==> src/rtl/fp_pkg.sv <==
`default_nettype none
// ============================================================================
// Module   : fp_pkg
// Purpose  : Shared definitions for the fixed-point arithmetic blocks
//            (iterative multiplier, reciprocal variants).
//            - fp_state_e : IDLE / MUL / FIN / HOLD sequencing states
//            - fp_mag     : unsigned magnitude of an n-bit two's-complement word
//            - fp_round_ofs : half-LSB offset for dropping d fractional bits
//            - fp_sat_lim : largest magnitude representable in n signed bits
//            All helpers work on a 64-bit carrier word; callers slice out
//            the width they need.
// Revision : 1.0 - initial release
// ============================================================================
package fp_pkg;

  localparam int FP_MAXW = 64;

  typedef logic [FP_MAXW-1:0] fp_word_t;

  typedef enum logic [1:0] {
    ST_IDLE = 2'd0,
    ST_MUL  = 2'd1,
    ST_FIN  = 2'd2,
    ST_HOLD = 2'd3
  } fp_state_e;

  // Magnitude of the low n bits of v read as a signed number. The most
  // negative value maps to 2^(n-1), which still fits in n unsigned bits.
  function automatic fp_word_t fp_mag(input fp_word_t v, input int n);
    fp_word_t mask;
    fp_word_t sgn;
    mask = (n >= FP_MAXW) ? '1 : ((fp_word_t'(1) << n) - fp_word_t'(1));
    sgn  = v >> (n - 1);
    if (sgn[0]) begin
      return (~v + fp_word_t'(1)) & mask;
    end
    return v & mask;
  endfunction

  // Adding half an output LSB before truncation gives round-half-away-from-
  // zero, because the rounding is applied to the magnitude, not the signed value.
  function automatic fp_word_t fp_round_ofs(input int d);
    return (d <= 0) ? '0 : (fp_word_t'(1) << (d - 1));
  endfunction

  // Largest magnitude allowed for an n-bit signed result: 2^(n-1)-1 for a
  // positive result, 2^(n-1) for a negative one.
  function automatic fp_word_t fp_sat_lim(input int n, input logic neg);
    fp_word_t lim;
    lim = fp_word_t'(1) << (n - 1);
    return neg ? lim : (lim - fp_word_t'(1));
  endfunction

endpackage : fp_pkg
`default_nettype wire

==> src/rtl/fp_sat_round.sv <==
`default_nettype none
// ============================================================================
// Module   : fp_sat_round
// Purpose  : Combinational round + saturate + sign-apply stage. Takes an
//            unsigned product magnitude and the product sign, drops D
//            fractional bits with round-half-away-from-zero, clamps to the
//            WLP-bit signed range and applies the sign.
// Ports    : acc [WACC] in  - unsigned product magnitude
//            neg        in  - product sign (1 = negative)
//            p   [WLP]  out - signed, rounded, saturated result
//            sat        out - clamping was applied
// Revision : 1.0 - initial release
// ============================================================================
module fp_sat_round
  import fp_pkg::*;
#(
  parameter int WACC = 16,
  parameter int D    = 4,
  parameter int WLP  = 8
) (
  input  logic [WACC-1:0] acc,
  input  logic            neg,
  output logic [WLP-1:0]  p,
  output logic            sat
);

  fp_word_t acc_w;
  fp_word_t m;
  fp_word_t lim_pos;
  fp_word_t lim_neg;
  fp_word_t p_w;
  logic     unused_p_hi;

  always_comb begin
    acc_w              = '0;
    acc_w[WACC-1:0]    = acc;
    m                  = (acc_w + fp_round_ofs(D)) >> D;
    lim_pos            = fp_sat_lim(WLP, 1'b0);
    lim_neg            = fp_sat_lim(WLP, 1'b1);
    sat                = 1'b0;
    p_w                = '0;
    if (!neg && (m > lim_pos)) begin
      p_w = lim_pos;
      sat = 1'b1;
    end else if (neg && (m > lim_neg)) begin
      p_w = ~lim_neg + fp_word_t'(1);
      sat = 1'b1;
    end else if (neg) begin
      // A zero magnitude negates to zero, so -0 never reaches the output.
      p_w = ~m + fp_word_t'(1);
    end else begin
      p_w = m;
    end
    p = p_w[WLP-1:0];
  end

  assign unused_p_hi = ^p_w[FP_MAXW-1:WLP];

endmodule : fp_sat_round
`default_nettype wire

==> src/rtl/fp_smul_iter.sv <==
`default_nettype none
// ============================================================================
// Module   : fp_smul_iter
// Purpose  : Iterative signed fixed-point multiplier, p = a * b.
//            Radix-2 shift-add on |b|, one bit per cycle, with a valid/ready
//            handshake on both sides, round-half-away-from-zero and a
//            saturating output. Sequence: IDLE -> MUL (WLB cycles) ->
//            FIN (2 cycles) -> HOLD -> IDLE.
// Ports    : CLK                 in  - clock, rising edge
//            RST                 in  - asynchronous active-high reset
//            CE                  in  - clock enable, low freezes all state
//            in_valid / in_ready     - operand handshake
//            a  [WI+WF]          in  - signed multiplicand
//            b  [WIO+WFO]        in  - signed multiplier
//            out_valid / out_ready   - result handshake
//            p  [WIP+WFP]        out - signed saturated product
//            sat                 out - saturation flag, qualified by out_valid
// Revision : 1.0 - initial release
// ============================================================================
module fp_smul_iter
  import fp_pkg::*;
#(
  parameter int WI  = 4,
  parameter int WF  = 4,
  parameter int WIO = 4,
  parameter int WFO = 4,
  parameter int WIP = 4,
  parameter int WFP = 4
) (
  input  logic                 CLK,
  input  logic                 RST,
  input  logic                 CE,
  input  logic                 in_valid,
  output logic                 in_ready,
  input  logic [WI+WF-1:0]     a,
  input  logic [WIO+WFO-1:0]   b,
  output logic                 out_valid,
  input  logic                 out_ready,
  output logic [WIP+WFP-1:0]   p,
  output logic                 sat
);

  localparam int WLA  = WI + WF;
  localparam int WLB  = WIO + WFO;
  localparam int WLP  = WIP + WFP;
  localparam int WACC = WLA + WLB;
  localparam int DSH  = WF + WFO - WFP;
  localparam int KW   = (WLB > 1) ? $clog2(WLB) : 1;

  fp_state_e         state_q,     state_d;
  logic [WLA-1:0]    a_mag_q,     a_mag_d;
  logic [WLB-1:0]    b_sh_q,      b_sh_d;
  logic [WACC-1:0]   acc_q,       acc_d;
  logic [KW-1:0]     k_q,         k_d;
  logic              s_q,         s_d;
  logic              fin_ph_q,    fin_ph_d;
  logic [WLP-1:0]    p_stage_q,   p_stage_d;
  logic              sat_stage_q, sat_stage_d;
  logic [WLP-1:0]    p_q,         p_d;
  logic              sat_q,       sat_d;
  logic              out_valid_q, out_valid_d;
  logic              in_ready_q,  in_ready_d;

  fp_word_t          a_w;
  fp_word_t          b_w;
  logic              unused_mag_hi;
  logic [WLP-1:0]    rnd_p;
  logic              rnd_sat;

  assign a_w = fp_mag({{(FP_MAXW-WLA){1'b0}}, a}, WLA);
  assign b_w = fp_mag({{(FP_MAXW-WLB){1'b0}}, b}, WLB);
  assign unused_mag_hi = ^{a_w[FP_MAXW-1:WLA], b_w[FP_MAXW-1:WLB]};

  fp_sat_round #(
    .WACC (WACC),
    .D    (DSH),
    .WLP  (WLP)
  ) u_sat_round (
    .acc  (acc_q),
    .neg  (s_q),
    .p    (rnd_p),
    .sat  (rnd_sat)
  );

  always_comb begin
    state_d     = state_q;
    a_mag_d     = a_mag_q;
    b_sh_d      = b_sh_q;
    acc_d       = acc_q;
    k_d         = k_q;
    s_d         = s_q;
    fin_ph_d    = fin_ph_q;
    p_stage_d   = p_stage_q;
    sat_stage_d = sat_stage_q;
    p_d         = p_q;
    sat_d       = sat_q;
    out_valid_d = out_valid_q;

    if (CE) begin
      case (state_q)
        ST_IDLE: begin
          if (in_valid) begin
            state_d = ST_MUL;
            s_d     = a[WLA-1] ^ b[WLB-1];
            a_mag_d = a_w[WLA-1:0];
            b_sh_d  = b_w[WLB-1:0];
            acc_d   = '0;
            k_d     = '0;
          end
        end
        ST_MUL: begin
          if (b_sh_q[0]) begin
            acc_d = acc_q + ({{WLB{1'b0}}, a_mag_q} << k_q);
          end
          b_sh_d = b_sh_q >> 1;
          if (k_q == KW'(WLB - 1)) begin
            k_d     = '0;
            state_d = ST_FIN;
          end else begin
            k_d = k_q + KW'(1);
          end
        end
        ST_FIN: begin
          // First FIN cycle registers the round/saturate result so that
          // adder and comparators get a full cycle from a stable accumulator;
          // the second cycle publishes it.
          if (!fin_ph_q) begin
            p_stage_d   = rnd_p;
            sat_stage_d = rnd_sat;
            fin_ph_d    = 1'b1;
          end else begin
            p_d         = p_stage_q;
            sat_d       = sat_stage_q;
            out_valid_d = 1'b1;
            fin_ph_d    = 1'b0;
            state_d     = ST_HOLD;
          end
        end
        ST_HOLD: begin
          if (out_ready) begin
            out_valid_d = 1'b0;
            state_d     = ST_IDLE;
          end
        end
        default: begin
          state_d = ST_IDLE;
        end
      endcase
    end

    in_ready_d = (state_d == ST_IDLE);
  end

  always_ff @(posedge CLK or posedge RST) begin
    if (RST) begin
      state_q     <= ST_IDLE;
      a_mag_q     <= '0;
      b_sh_q      <= '0;
      acc_q       <= '0;
      k_q         <= '0;
      s_q         <= 1'b0;
      fin_ph_q    <= 1'b0;
      p_stage_q   <= '0;
      sat_stage_q <= 1'b0;
      p_q         <= '0;
      sat_q       <= 1'b0;
      out_valid_q <= 1'b0;
      in_ready_q  <= 1'b1;
    end else begin
      state_q     <= state_d;
      a_mag_q     <= a_mag_d;
      b_sh_q      <= b_sh_d;
      acc_q       <= acc_d;
      k_q         <= k_d;
      s_q         <= s_d;
      fin_ph_q    <= fin_ph_d;
      p_stage_q   <= p_stage_d;
      sat_stage_q <= sat_stage_d;
      p_q         <= p_d;
      sat_q       <= sat_d;
      out_valid_q <= out_valid_d;
      in_ready_q  <= in_ready_d;
    end
  end

  assign in_ready  = in_ready_q;
  assign out_valid = out_valid_q;
  assign p         = p_q;
  assign sat       = sat_q;

endmodule : fp_smul_iter
`default_nettype wire

==> config.mk <==
export PLATFORM = sky130hd
export DESIGN_NAME = fp_smul_iter
export DESIGN_NICKNAME = d
export VERILOG_FILES = /design/src/rtl/fp_pkg.sv /design/src/rtl/fp_sat_round.sv /design/src/rtl/fp_smul_iter.sv
export SDC_FILE = /design/constraint.sdc
export NUM_CORES = 1
export LEC_CHECK = 0
export ABC_CLOCK_PERIOD_IN_PS = 3480
export BUFFER_PORTS_ARGS = -buffer_cell sky130_fd_sc_hd__buf_2
export CORE_AREA = 5 5 90 92
export DETAILED_ROUTE_END_ITERATION = 8
export DIE_AREA = 0 0 95 97
export HOLD_SLACK_MARGIN = 0.05
export PLACE_DENSITY = 0.77
export SYNTH_ARGS = -nofsm -noshare
export SYNTH_HDL_FRONTEND = slang
export SYNTH_SLANG_ARGS = --single-unit
==> constraint.sdc <==
create_clock -name CLK -period 3.48 [get_ports CLK]
set_clock_uncertainty 0.1 [all_clocks]
set_input_delay 1.044 -clock CLK [delete_from_list [all_inputs] [get_ports CLK]]
set_output_delay 1.044 -clock CLK [all_outputs]
set_load 0.1 [all_outputs]
# Yosys cells after proc, flatten, opt, wreduce, memory -nomap -nowiden
# Cells that the tools add are included.
dict set report word_totals {
  inputBits 21
  reg_bits 59
  output_inout_bits 11
  word_cells 78
}
dict set report op_classes {
  magnitude_cmp 2
  add_sub_neg 6
  eq_ne 8
  shifts 1
  reduce_logical 14
  bitwise_logic 5
  mux 29
}
# op n
set ops {}
lappend ops {{2-to-1 mux 8 bit} 8}
lappend ops {{2-to-1 mux 16 bit} 2}
lappend ops {{case mux 16 bit (2 select lines)} 1}
lappend ops {{adder 8 x 1 -> 8 bit (second input constant)} 3}
lappend ops {{NOT 8 bit} 3}
lappend ops {{adder 16 x 4 -> 17 bit (second input constant)} 1}
lappend ops {{adder 16 bit} 1}
lappend ops {{case mux 8 bit (2 select lines)} 1}
lappend ops {{left shift 8 x 3 -> 16 bit} 1}
lappend ops {{greater-than comparator 13 x 7 -> 1 bit (second input constant)} 1}
lappend ops {{greater-than comparator 13 x 8 -> 1 bit (second input constant)} 1}
lappend ops {{AND reduction 3 bit} 4}
lappend ops {{2-to-1 mux 2 bit} 5}
lappend ops {{!= test 2 bit (second input constant)} 4}
lappend ops {{case mux 2 bit (4 select lines)} 1}
lappend ops {{AND reduction 4 bit} 2}
lappend ops {{2-to-1 mux 1 bit} 7}
lappend ops {{2-to-1 mux 3 bit} 2}
lappend ops {{case mux 3 bit (2 select lines)} 1}
lappend ops {{equality test 2 bit (second input constant)} 2}
lappend ops {{logical NOT 2 bit} 2}
lappend ops {{nonzero test 2 bit} 2}
lappend ops {{adder 3 x 1 -> 3 bit (second input constant)} 1}
lappend ops {{equality test 3 bit (second input constant)} 1}
lappend ops {{7 further kinds} 8}

# Longest topological paths before layout
# Gate-level depths: netlist (run 1).
dict set report logic_depth {
  ltp_word 6
  ltp_mapped 16
  ltp_nobuf 14
}

# By module
# Synthesis (run 1) repeated with hierarchy kept, for this count alone.
dict set report hier_totals {
  cells_unflattened 478
  hier_area_um2 4327.9
}
# mod instances cells_per_inst area_each_um2
set by_module_without_submodules {}
lappend by_module_without_submodules {fp_smul_iter 1 384 3669.8}
lappend by_module_without_submodules {fp_sat_round 1 94 658.1}

# Least setup slack after synthesis (run 1)
# OpenSTA, ideal clock, no wires.
dict set report synth_path {
  path_kind {reg2reg}
  startpoint {reg k_q[1]}
  endpoint {reg acc_q[14]}
  path_stages_with_launch 17
  arrival_time_ns 2.863
  path_slack_ns 0.391
  path_cell_list {dfrtp_1 clkbuf_1 clkbuf_1 nand2_1 o21ai_0 nand2_1 o21ai_0 nor2_1 a21oi_1 ha_1 a21o_1 a21o_1 a21bo_2 a21o_1 a221oi_1 xor2_1 o21ai_1}
}
dict set report synth_between {
  elab_chain_len 4
}
# element line_no
set synth_lines {}
lappend synth_lines {{start, declared} fp_smul_iter.sv:54} ;# logic [KW-1:0] k_q, k_d;
lappend synth_lines {{start signal, assigned} fp_smul_iter.sv:174} ;# k_q <= k_d;
lappend synth_lines {{left shift 8 x 3 -> 16 bit} fp_smul_iter.sv:113} ;# acc_d = acc_q + ({{WLB{1'b0}}, a_mag_q} << k_q);
lappend synth_lines {{adder 16 bit} fp_smul_iter.sv:113}
lappend synth_lines {{2-to-1 mux 16 bit} fp_smul_iter.sv:112} ;# if (b_sh_q[0]) begin
lappend synth_lines {{case mux 16 bit (2 select lines)} fp_smul_iter.sv:100} ;# case (state_q)
lappend synth_lines {{end signal, assigned} fp_smul_iter.sv:159} ;# acc_q <= '0;
lappend synth_lines {{end signal, assigned} fp_smul_iter.sv:173} ;# acc_q <= acc_d;
lappend synth_lines {{end, declared} fp_smul_iter.sv:53} ;# logic [WACC-1:0] acc_q, acc_d;
# No other way between the ends. The select of a mux whose other input is x is not followed.
# A chain may end at the register's enable or synchronous reset.

# Worst setup path after layout (run 1)
dict set report layout_path {
  startpoint {reg k_q[0]}
  endpoint {reg acc_q[13]}
}
# Same word-level chain as after synthesis.

==> results.yml, run 1 <==
outcome:
  outcome: "finished clean"
global_route:
  grt_start_max_net_pins: 60
  grt_antenna_before_repair: 0
  grt.total_usage_pct: 19.8
  grt_first_pass_wirelength_um: 14800
  grt_pass1_vias: 3297
  grt_remaining_overflow: 0
worst_setup_path:
  cp.arrival_ns: 3.39
  path_class: "reg2reg"
  critPathRequiredTime_ns: 3.65
  critPathBufInv: 0
  slowest_stage: "dfrtp_1"
  critical_path.startpoint_type: "register"
  r2r.worst_path.cells: 9
  critical_path.top_delay_family: "compound AO/OA/AOI/OAI gates"
  worstSetupStartpoint: "k_q[0]"
  critical_path_peak_fanout: 17
  critPathCaptureType: "register"
  slowest_delay_ns: 0.67
  critical_path_cell_count: 9
  critical_path.reg2reg.startpoint: "k_q[0]"
  worst_setup_path_endpoint: "acc_q[13]"
  rrSetupSlack_ns: 0.27
  reg_to_reg_endpoint: "acc_q[13]"
  cp_cell_sequence: "mux2_2 -> o21ai_0 -> ha_1 -> a2111oi_0 -> o21ai_1 -> a41oi_1 -> o21bai_1 -> or3_1 -> nand3_1"
detailed_routing:
  drt_drc_violations_left: 0
  routed_via_density: 5.77
  drt_wl_total_um: 8660
  first_iteration_detailed_routing_drc_count: 154
  route.antenna.remaining_nets: 0
  dr_wl_cell_um: 14.5
  drt_pass1_iterations: 4
  routed-via-count: 3432
finish:
  antenna-diode-count: 0
  layout_commonest_cell: "dfrtp_1"
  highest_count_cells_in_the_layout_ignoring_fill_and_taps: "dfrtp_1, nand2_1, nor2_1"
  layout_cell_share_with_drive_strength_beyond_1_pct: 16.3
  final_cells: 595
  nNetsFinal: 535
  area_delta_synth_final_pct: 9.43
timing:
  max_clock_freq_mhz: 311
  relSlewSlack_pct: 48.3
  final_hold_viols: 0
  rsz0062_at_grt: "false"
  setup_violations: 0
  tightest_slew_ns: 0.772
  drv_slew: 0
  setup_tns_ns: 0
  final.hold.worst_slack_ns: 0.386
  final.period_utilization_pct: 92.3
  final_period_minus_worst_setup_slack_ns: 3.21
power_and_ir_drop:
  post-layout-total-power_mw: 4.34
  power-per-cell-area_nw_per_um2: 959
  peakVddDrop_v: 0.000480
  total_leakage_power_nw: 2.11
place:
  dp_cells: 579
  portBuffers: 31
  gp_congestion: 0.946
  detailed_place_hpwl_um: 6530
die:
  coreArea_um2: 7140
  start_util_pct: 58.0
  floorplan.rows: 31
  top_level_ports: 32
  floorplan.die_area_um2: 9220
  floorplan.die.height_um: 97
  die_width_um: 95
logic_synthesis:
  synth.lib_cells_used.distinct: 59
  synthesis.nets: 515
  count_of_flip_flops_with_a_built_in_enable_after_synthesis: 0
  xor_xnor_share_of_the_synthesized_area_pct: 6.77
  combinational_family_with_the_most_area_after_synthesis: "simple AND/OR/NAND/NOR gates"
  ys_seq_area_share_pct: 35.7
  syn_area_um2: 4140
  synthesis.instances: 471
  yosys.area_share.adder_pct: 7.13
  synth_ff_type: "dfrtp_1"
  synthMuxAreaShare_pct: 7.98
  postSynthAreaPerCell_um2: 8.79
  synth_compound_area_share_pct: 18.7
  yosys_warns: 0
  post_synthesis_simple_gate_area_fraction_pct: 18.9
  synthArstFlopShare_pct: 100
  synth.ff_latch_count: 59
clocking:
  clk_pin_slew_ns: 0.07
  cts-htree-levels: 3
  cts_max_path_buffers: 2
  cts_num_sinks: 59
  tritoncts: "built"
  clk-insertion-delay-late_ns: 0.34
  cts_hold_buf: 0
  root_buffer: "clkbuf_8"
  cts_made_buffers: 9
min_path:
  hold_class: "reg2reg"
flow_run:
  maxCapViolations: 0
-- cell families (layout without fill, tap and decap cells) --
kind of cell,after synthesis,after routing
adder cells (fa/ha/maj),23,23
buffers and inverters,46,71
AND/OR/NAND/NOR,162,162
XOR/XNOR,32,32
multiplexers,31,31
AO/OA/AOI/OAI,118,118
flip-flops,59,59
-- report_power, final --
| part | leakage [nW] | switching [mW] | internal (mW) |
|---|---|---|---|
| Sequential | 0.758 | 0.391 | 0.934 |
| Clock | 0.104 | 0.301 | 0.335 |
| Combinational | 1.25 | 1.33 | 1.05 |
-- worst reg2reg max path: cells and delay by family, from the launching register on --
kind	cells	cell delay [ns]
simple gates	2	0.44
compound gates	5	1.22
flops	1	0.67
fa+ha+maj	1	0.30
mux	1	0.41
-- routing by layer --
layer  track usage, %  part of all wire (%)  vias to the layer above
met5                0                     0                        -
met3             3.72                   3.9                       19
met4             6.77                   2.0                        0
met2             33.3                    48                       86
li1                 -                     -                     1726
met1             25.1                    46                     1601
-- sequential cells by signal, summed over array words and instances (netlist names), 2 cells and up --
register and count:
a_mag_q 8, acc_q 16, b_sh_q 8, k_q 3, p 8, p_stage_q 8
state_q 2
-- Yosys cell counts, drive strengths merged, types with 5 or more instances --
library cell	instances	area [µm²]
mux2i	15	150
nor2b	7	51.3
inv	18	67.6
clkbuf	19	71.3
nand3	15	75.1
ha	22	275
nor2	43	161
nand2b	8	50.1
mux2	16	180
o31ai	7	52.6
xor2	14	123
nand2	54	203
a21oi	24	128
dfrtp	58	1450
buf	9	62.6
nor3	5	25.0
xnor2	18	158
o21ai	30	154
o22ai	16	100
and3	5	41.3
a21o	7	52.6
or3	6	37.5
-- how the worst min path moves through the flow --
stage / start / end / slack (ns) / cells after the start
6_report: b_sh_q[7] / b_sh_q[7] / 0.39 / 1
2_1_floorplan: acc_q[0] / acc_q[0] / 0.35 / 2
3_5_place_dp: b_sh_q[7] / b_sh_q[7] / 0.37 / 1
3_3_place_gp: acc_q[0] / acc_q[0] / 0.36 / 2
4_1_cts: b_sh_q[7] / b_sh_q[7] / 0.39 / 1
5_1_grt: p_stage_q[7] / p_stage_q[7] / 0.42 / 1
-- cell type report --
| type | count | area (µm²) |
|---|---|---|
| fill | 642 | 2610 |
| clock inverter | 7 | 75.1 |
| sequential | 59 | 1480 |
| inverter | 18 | 67.6 |
| multi-input combinational | 366 | 2460 |
| tap | 99 | 124 |
| timing repair buffer | 37 | 200 |
| clock buffer | 9 | 124 |
-- through the flow --
step | util, % | area (µm²) | setup WS [ns]
after floorplan | - | 4140 | 0.391
after global placement | 60.7 | 4330 | 0.391
after detailed placement | 60.7 | 4330 | 0.245
after CTS | 63.5 | 4530 | 0.232
after global routing | 63.5 | 4530 | 0.0691
final | 63.5 | 4530 | 0.267
-- repair_timing --
action                     4_1_cts  5_1_grt
setup endpoints to repair        0        2
setup buffers                    0        0
gates resized for setup          0        1
Note: power is estimated with default switching activity, not from simulation.
==> inputs of run 2 (changes only) <==
Settings changed: ABC_AREA from default to 1, CORE_AREA 5 5 90 92 to 5 5 92 94, DIE_AREA 0 0 95 97 to 0 0 97 99.
==> results.yml, run 2 <==
outcome:
  outcome: "finished clean"
clocking:
  cts-htree-levels: 3
  cts_num_sinks: 59
  post_cts_resized: 0
  cts_hold_buf: 0
  clk-insertion-delay-late_ns: 0.36
  cts_post_setup_buffers_inserted: 0
  cts_max_path_buffers: 2
  tritoncts: "built"
  root_buffer: "clkbuf_8"
  clk_pin_slew_ns: 0.07
  cts_made_buffers: 9
worst_setup_path:
  worst_path_most_repeated_cell: "o21ai_0"
  r2r.worst_path.cells: 10
  critical_path.startpoint_type: "register"
  slowest_delay_ns: 0.62
  critical_path.reg2reg.startpoint: "k_q[2]"
  worstSetupStartpoint: "k_q[2]"
  cp.arrival_ns: 3.23
  critPathRequiredTime_ns: 3.59
  critPathCaptureType: "register"
  path_class: "reg2reg"
  slowest_stage: "dfrtp_1"
  cp_cell_sequence: "clkinv_1 -> nand3_1 -> o21ai_0 -> ha_1 -> a21oi_1 -> o21ai_0 -> a21oi_1 -> o21ai_0 -> o21ai_0 -> o21ai_0"
  critical_path_peak_fanout: 13
  reg_to_reg_endpoint: "acc_q[8]"
  rrSetupSlack_ns: 0.37
logic_synthesis:
  syn_area_um2: 4360
  synthMuxAreaShare_pct: 3.22
  post-synth-top-area-fraction_pct: 33.3
  count_of_flip_flops_with_a_built_in_enable_after_synthesis: 0
  synthArstFlopShare_pct: 100
  yosys_warns: 0
  synth_compound_area_share_pct: 12.9
  post_synthesis_simple_gate_area_fraction_pct: 34.0
  xor_xnor_share_of_the_synthesized_area_pct: 1.81
  combinational_family_with_the_most_area_after_synthesis: "simple AND/OR/NAND/NOR gates"
  ys_seq_area_share_pct: 33.9
  synth.largest_area_cell: "dfrtp_1"
  yosys.area_share.adder_pct: 6.78
  yosys-top-cells-count: "nand2_1, inv_1, dfrtp_1, nor2_1, o21ai_0"
  top_cells_by_area_in_the_synthesized_netlist: "dfrtp_1, nand2_1, ha_1"
  synthMostInstantiatedCell: "nand2_1"
  synth.ff_latch_count: 59
  synthesis.instances: 626
  postSynthAreaPerCell_um2: 6.96
  synthesis.nets: 670
  synth.lib_cells_used.distinct: 40
  synth_ff_type: "dfrtp_1"
die:
  floorplan.rows: 32
  top_level_ports: 32
  start_util_pct: 57.6
  floorplan.die_area_um2: 9600
  floorplan.die.height_um: 99
  die_width_um: 97
  coreArea_um2: 7570
finish:
  nNetsFinal: 702
  layout_cell_share_with_drive_strength_beyond_1_pct: 13.1
  layout_commonest_cell: "nand2_1"
  largest-register: "acc_q"
  area_delta_synth_final_pct: 10.9
  max_reg_flops: 16
  antenna-diode-count: 0
  highest_count_cells_in_the_layout_ignoring_fill_and_taps: "nand2_1, inv_1, dfrtp_1"
power_and_ir_drop:
  clockPowerShare_pct: 16.1
  netSwitchingFraction_pct: 51.9
  total_switching_power_mw: 2.36
  post-layout-total-power_mw: 4.55
  power-per-cell-area_nw_per_um2: 943
  share_of_power_burned_in_combinational_logic_pct: 56.2
  peakVddDrop_v: 0.000527
  total_leakage_power_nw: 2.52
  internal_power_mw: 2.19
  seqPwrFrac_pct: 27.7
timing:
  relSlewSlack_pct: 59.6
  final.period_utilization_pct: 89.5
  setup_tns_ns: 0
  drv_slew: 0
  max_clock_freq_mhz: 321
  final_period_minus_worst_setup_slack_ns: 3.11
  rsz0062_at_grt: "false"
  tightest_slew_ns: 0.606
  final_hold_viols: 0
  setup_violations: 0
detailed_routing:
  routed-via-count: 4165
  route.antenna.remaining_nets: 0
  drt_wl_total_um: 10200
  routed_via_density: 5.44
  first_iteration_detailed_routing_drc_count: 240
  dr_wl_cell_um: 13.3
  drt_pass1_iterations: 5
  drt_drc_violations_left: 0
min_path:
  hold_path.startpoint: "p_stage_q[7]"
  hold_depth: 2
  min_delay_worst_endpoint: "p_stage_q[7]"
  hold_class: "reg2reg"
place:
  detailed_place_hpwl_um: 7990
  portBuffers: 31
  gp_congestion: 0.998
global_route:
  grt_remaining_overflow: 0
  grt_first_pass_wirelength_um: 17500
  grt_pass1_vias: 3998
  grt_start_max_net_pins: 24
  grt.total_usage_pct: 22.0
  grt_antenna_before_repair: 0
flow_run:
  maxCapViolations: 0
[run 2: worst max-delay path by stage]
stage / cells past startpoint / slack, ns / to
2_1_floorplan: 1 / 0.88 / a_mag_q[0]
3_3_place_gp: 9 / 0.34 / acc_q[6]
3_5_place_dp: 9 / 0.32 / acc_q[6]
4_1_cts: 10 / 0.38 / acc_q[8]
5_1_grt: 11 / 0.10 / acc_q[8]
6_report: 10 / 0.37 / acc_q[8]
[run 2: power by group through the flow]
stage                     sequential (mW)  combinational [mW]  clock, mW
after detailed placement             1.27                2.53          0
after floorplan                      1.53                1.75          0
after CTS                            1.26                2.55      0.739
after global routing                 1.30                2.89      0.770
final                                1.26                2.56      0.731
after global placement               1.26                2.49          0
[run 2: layer usage]
layer | global-route usage, % | share of wire (%) | vias up
li1 | - | - | 2127
met1 | 27.4 | 44 | 1907
met2 | 38.0 | 49 | 106
met3 | 3.33 | 4.6 | 25
met4 | 9.40 | 2.6 | 0
met5 | 0 | 0 | -
[run 2: through the flow]
step	instances	cell area, µm²	util [%]	hold WS (ns)	worst slack [ns]
after CTS	765	4830	63.8	0.392	0.384
final	765	4830	63.8	0.387	0.367
after floorplan	626	4360	-	0.345	0.881
after global placement	749	4600	60.8	0.366	0.336
after detailed placement	749	4600	60.8	0.370	0.320
after global routing	765	4830	63.8	0.401	0.103
[run 2: kinds of logic (layout without fill, tap and decap cells)]
kind of cell,Yosys count,after routing
flops,59,59
compound gates,102,102
fa+ha+maj,23,23
mux,13,13
xor+xnor,9,9
buf+inv,81,118
simple gates,339,339
[run 2: layout make-up]
type | instances | area, µm²
sequential | 59 | 1480
tap | 102 | 128
multi-input combinational | 486 | 2560
timing repair buffer | 35 | 185
inverter | 67 | 251
fill | 660 | 2740
clock buffer | 12 | 155
clock inverter | 4 | 73.8
[run 2: critical path: cells and delay by family, from the launching register on]
family          cells  cell delay (ns)
compound gates      7             1.35
flops               1             0.62
buf+inv             1             0.37
fa+ha+maj           1             0.37
simple gates        1             0.18
